**src/rtl/secuenciador_tiempos.sv**
```systemverilog
// secuenciador_tiempos: bus-cycle step sequencer for an RTC timing-signal generator.
//
// Accepts one of three transaction requests (init > write > read priority) while idle.
// It then steps estado through 0..11, holding each value for TICKS clocks, and waits
// in WAIT_LISTO for listo from the downstream generator. A one-cycle DONE step follows
// (fin pulse, plus error_to if listo never came within TIMEOUT clocks).
//
// Ports:
//   clk             in   system clock, rising edge
//   reset           in   synchronous, active-low
//   req_inicio      in   init transaction request
//   req_escribir    in   write transaction request
//   req_leer        in   read transaction request
//   modo[2:0]       in   read sub-mode, latched when a read is accepted
//   listo           in   completion flag from the timing-signal generator
//   estado[3:0]     out  bus-cycle step index 0..11
//   Estado_m[2:0]   out  latched modo (0 for init/write)
//   enable_inicio   out  high for the whole init transaction
//   enable_escribir out  high for the whole write transaction
//   enable_leer     out  high for the whole read transaction
//   ocupado         out  transaction in progress (RUN, WAIT_LISTO, DONE)
//   fin             out  one-cycle completion pulse
//   error_to        out  one-cycle listo-timeout pulse, coincident with fin
module secuenciador_tiempos #(
  parameter int unsigned TICKS   = 4,
  parameter int unsigned TIMEOUT = 15
) (
  input  logic       clk,
  input  logic       reset,
  input  logic       req_inicio,
  input  logic       req_escribir,
  input  logic       req_leer,
  input  logic [2:0] modo,
  input  logic       listo,
  output logic [3:0] estado,
  output logic [2:0] Estado_m,
  output logic       enable_inicio,
  output logic       enable_escribir,
  output logic       enable_leer,
  output logic       ocupado,
  output logic       fin,
  output logic       error_to
);

  localparam int unsigned ToW      = (TIMEOUT > 1) ? $clog2(TIMEOUT) : 1;
  localparam logic [3:0]  TickLast = 4'(TICKS - 1);
  localparam logic [3:0]  LastStep = 4'd11;
  localparam logic [ToW-1:0] ToLast = ToW'(TIMEOUT - 1);

  typedef enum logic [1:0] {StIdle, StRun, StWaitListo, StDone} state_e;

  state_e         r_state, w_state_d;
  logic [3:0]     r_estado, w_estado_d;
  logic [3:0]     r_tick, w_tick_d;
  logic [ToW-1:0] r_to, w_to_d;
  logic [2:0]     r_modo, w_modo_d;
  logic           r_en_ini, w_en_ini_d;
  logic           r_en_esc, w_en_esc_d;
  logic           r_en_leer, w_en_leer_d;
  logic           r_error_to, w_error_to_d;

  always_ff @(posedge clk) begin
    if (!reset) begin
      r_state    <= StIdle;
      r_estado   <= 4'd0;
      r_tick     <= 4'd0;
      r_to       <= '0;
      r_modo     <= 3'd0;
      r_en_ini   <= 1'b0;
      r_en_esc   <= 1'b0;
      r_en_leer  <= 1'b0;
      r_error_to <= 1'b0;
    end else begin
      r_state    <= w_state_d;
      r_estado   <= w_estado_d;
      r_tick     <= w_tick_d;
      r_to       <= w_to_d;
      r_modo     <= w_modo_d;
      r_en_ini   <= w_en_ini_d;
      r_en_esc   <= w_en_esc_d;
      r_en_leer  <= w_en_leer_d;
      r_error_to <= w_error_to_d;
    end
  end

  always_comb begin
    w_state_d    = r_state;
    w_estado_d   = r_estado;
    w_tick_d     = r_tick;
    w_to_d       = r_to;
    w_modo_d     = r_modo;
    w_en_ini_d   = r_en_ini;
    w_en_esc_d   = r_en_esc;
    w_en_leer_d  = r_en_leer;
    w_error_to_d = 1'b0;

    unique case (r_state)
      StIdle: begin
        if (req_inicio || req_escribir || req_leer) begin
          w_state_d  = StRun;
          w_estado_d = 4'd0;
          w_tick_d   = 4'd0;
          w_modo_d   = 3'd0;
          // Priority select: only the winner's enable is raised, the rest are dropped.
          if (req_inicio) begin
            w_en_ini_d = 1'b1;
          end else if (req_escribir) begin
            w_en_esc_d = 1'b1;
          end else begin
            w_en_leer_d = 1'b1;
            w_modo_d    = modo;
          end
        end
      end

      StRun: begin
        if (r_tick == TickLast) begin
          w_tick_d = 4'd0;
          // Step 11 gets its full TICKS hold like every other step, then stays at 11
          // while waiting for listo, so accept-to-fin is 1 + 12*TICKS + L + 1.
          if (r_estado == LastStep) begin
            w_state_d = StWaitListo;
            w_to_d    = '0;
          end else begin
            w_estado_d = r_estado + 4'd1;
          end
        end else begin
          w_tick_d = r_tick + 4'd1;
        end
      end

      StWaitListo: begin
        // listo wins over a timeout expiring in the same cycle.
        if (listo || (r_to == ToLast)) begin
          w_state_d    = StDone;
          w_error_to_d = ~listo;
          w_estado_d   = 4'd0;
          w_modo_d     = 3'd0;
          w_en_ini_d   = 1'b0;
          w_en_esc_d   = 1'b0;
          w_en_leer_d  = 1'b0;
          w_to_d       = '0;
        end else begin
          w_to_d = r_to + 1'b1;
        end
      end

      StDone: begin
        w_state_d = StIdle;
      end

      default: begin
        w_state_d = StIdle;
      end
    endcase
  end

  assign estado          = r_estado;
  assign Estado_m        = r_modo;
  assign enable_inicio   = r_en_ini;
  assign enable_escribir = r_en_esc;
  assign enable_leer     = r_en_leer;
  assign ocupado         = (r_state != StIdle);
  assign fin             = (r_state == StDone);
  assign error_to        = r_error_to;

endmodule

```
**config.mk**
```make
export PLATFORM = sky130hd
export DESIGN_NAME = secuenciador_tiempos
export DESIGN_NICKNAME = d
export VERILOG_FILES = /design/src/rtl/secuenciador_tiempos.sv
export SDC_FILE = /design/constraint.sdc
export NUM_CORES = 1
export LEC_CHECK = 0
export BUFFER_PORTS_ARGS = -buffer_cell sky130_fd_sc_hd__buf_2
export CORE_UTILIZATION = 54
export DETAILED_ROUTE_END_ITERATION = 16
export PLACE_DENSITY = 0.87
export SLEW_MARGIN = 5
export SYNTH_ARGS = -nofsm -noshare
export SYNTH_HDL_FRONTEND = slang
export SYNTH_SLANG_ARGS = --single-unit
```
**constraint.sdc**
```tcl
create_clock -name clk -period 2.4 [get_ports clk]
set_input_delay 0.48 -clock clk [delete_from_list [all_inputs] [get_ports clk]]
set_output_delay 0.48 -clock clk [all_outputs]
set_load 0.01 [all_outputs]
```
==> results_dict.tcl <==
set metrics [dict create \
    status "completed" \
    clock.fmax_ghz 0.438 \
    holdBufCountCts 0 \
    drt-initial-drc-count 38 \
    numPortBuffers 21 \
    yosysWarnings 0 \
    post_drt_via_cell_ratio 6.07 \
    final_net_count 179 \
    post-route-period-util_pct 95.1 \
    fillCellCount 172 \
    antenna_found_initial 0 \
    cts_tree "done" \
    synth.cell_area_mm2 0.00118 \
    drc 0 \
    ys_seq_area_share_pct 35.5 \
    yosys.area.top_type "dfxtp_1" \
    root_buffer "clkbuf_4" \
    dieArea_mm2 0.00239 \
    ant_nets 0 \
    ioPinCount 22 \
    grt_usage_pct 22.4 \
    grt_pass1_wl_um 4180 \
    die_x_um 48.8 \
    syn2layout_area_growth_pct 13.9 \
    dpl.hpwl_um 2010 \
    finalSetupTns_ps 0 \
    ys_seq_elements 21 \
    wl_um 2730 \
    cts_made_buffers 3 \
    p_leak_nw 0.567 \
    slew_violations 0 \
    fin_crit_ps 2280 \
    multi_input_area_um2 718 \
    ys_top_cells_by_area "dfxtp_1, ha_1, a21oi_1" \
    dp_cells 183 \
    initial_core_util_pct 58.6 \
    reg2reg_slack_ps 120 \
    grt_max_degree 19 \
    slew_headroom_pct 54.0 \
    vias 1136 \
    synth_cell_types 42 \
    cp_max_fo 9 \
    r2r-end "r_state[0]" \
    dr.pass1.iters 4 \
    finClkSkew_ps 3.50 \
    final_cells 187 \
    num_rows 16 \
    worstReg2RegStart "r_tick[0]" \
    required_ps 2610 \
    end_kind "flip-flop" \
    syn-num-nets 156 \
    r2r_cells 5 \
    rsz0062_at_grt "false" \
    pre_cts_slack_ps 180 \
    worst_pin_slew_ps 681 \
    min_to "Estado_m[1]" \
    hp-start "modo[1]" \
    worstSetupStartpointType "flip-flop" \
    register_area_um2 420 \
    syn_inst 138 \
    drive_above_1_share_pct 21.9 \
    clock_latency_ps 310 \
    ir_drop_mv 0.670 \
    die_h_um 48.8 \
    antenna_cells 0 \
    clkSinkCount 21 \
    whs_path_depth 3 \
    postPlaceCellArea_mm2 0.00132 \
    synth_top_area_share_pct 35.5 \
    grt_pass1_vias 959 \
    wl_per_cell_um 14.6 \
    coreArea_mm2 0.00202 \
    setup_ws_ps 118 \
    overflow 0 \
    clk_pin_slew_ps 120 \
    htree_num_levels 1 \
    cts_buffer_depth 2 \
    maxCapViolCount 0 \
    power.density_mw_per_mm2 965 \
    setup_viol 0 \
    worstSetupPathType "reg2reg" \
    place.gp.congestion 0.844 \
    hold_viol_final 0 \
    final_cell_area_mm2 0.00135 \
    hp-class "in2reg" \
    synth.avg_cell_area_um2 8.59 \
    cts_setup_buffers 0 \
    cp_data_arrival_time_ps 2500 \
    utilization_pct 66.8 \
    post_cts_resized 0 \
]
[report_power, final]
group | internal [mW] | switching [mW]
Sequential | 0.407 | 0.0488
Combinational | 0.293 | 0.378
Clock | 0.0624 | 0.115
Total | 0.762 | 0.541
[placed cells by master, fill, tap and decap left out, types with 3 or more instances in the layout]
cell / n
inv_1: 5
nand3_1: 10
o21ai_0: 7
nand4b_1: 3
buf_2: 21
nand2b_1: 6
a21oi_1: 14
clkbuf_4: 3
ha_1: 9
nand4_1: 4
nand2_1: 6
dfxtp_1: 21
nor2b_1: 6
nor3_1: 4
nor2_1: 6
buf_4: 3
[worst max-delay path by stage]
stage | start | end | slack, ps | depth (start not counted)
after floorplan | r_state[0] | enable_leer | 370 | 8
after global placement | r_tick[0] | r_state[0] | 300 | 5
after detailed placement | r_tick[0] | r_state[0] | 180 | 5
after CTS | r_tick[0] | r_state[0] | 150 | 5
after global routing | r_tick[0] | r_state[0] | 20 | 5
final | r_tick[0] | r_state[0] | 120 | 5
[stage by stage]
step                power [mW]  hold WS, ps
CTS                       1.30          412
global placement          1.09          452
detailed placement        1.13          455
finish                    1.30          412
global route              1.38          417
floorplan                0.921          462
[final cells by class]
class | instances | area share, %
timing repair buffer | 24 | 9.45
multi-input combinational | 105 | 53.2
sequential | 21 | 31.1
clock buffer | 3 | 1.67
clock inverter | 1 | 0.371
tap | 27 | 2.50
inverter | 6 | 1.67
[worst max-delay path: stages, from the launching register on]
cell and delay [ps]:
dfxtp_1 430, ha_1 200, or3b_1 460, a221oi_2 630
a21oi_1 150, a311oi_1 300
[state kept, by name, summed over array words and instances (netlist names)]
register	cells
enable_inicio	1
Estado_m	3
r_tick	4
estado	4
enable_escribir	1
r_to	4
r_state	2
error_to	1
enable_leer	1
[cell usage after synthesis (all sizes together)]
library cell and count:
buf 1, clkinv 1, o211ai 1, o21ai 7
nor3b 1, or3b 1, a22o 1, a221oi 1
a311oi 1, o31ai 1, or4 1, and3 3
ha 9, dfxtp 21, nand3 10, a21bo 1
or4b 1, a22oi 2, nor2b 6, a211oi 2
a32oi 1, a21o 2, nand4 4, nor2 6
nor3 4, a21boi 1, a41o 1, nand4b 3
nor4b 1, a221o 1, a21oi 14, nand2 6
inv 5, and2b 1, nor4 1, a31oi 1
nand2b 6, clkbuf 5, a41oi 1, o21a 1
mux2i 1
[logic make-up (layout without fill, tap and decap cells)]
logic type,Yosys count,count (layout),synth area share [%]
mux,1,1,0.845
buf+inv,12,34,3.91
compound gates,40,40,23.3
fa+ha+maj,9,9,9.50
simple gates,55,55,26.9
flops,21,21,35.5
[routing by layer]
metal / global-route usage [%] / part of all wire (%) / vias up
met5: 0 / 0 / -
li1: - / - / 558
met2: 40.0 / 50 / 26
met1: 27.0 / 44 / 547
met3: 2.80 / 4.7 / 5
met4: 8.82 / 1.5 / 0
(Power assumes the default switching activity.)
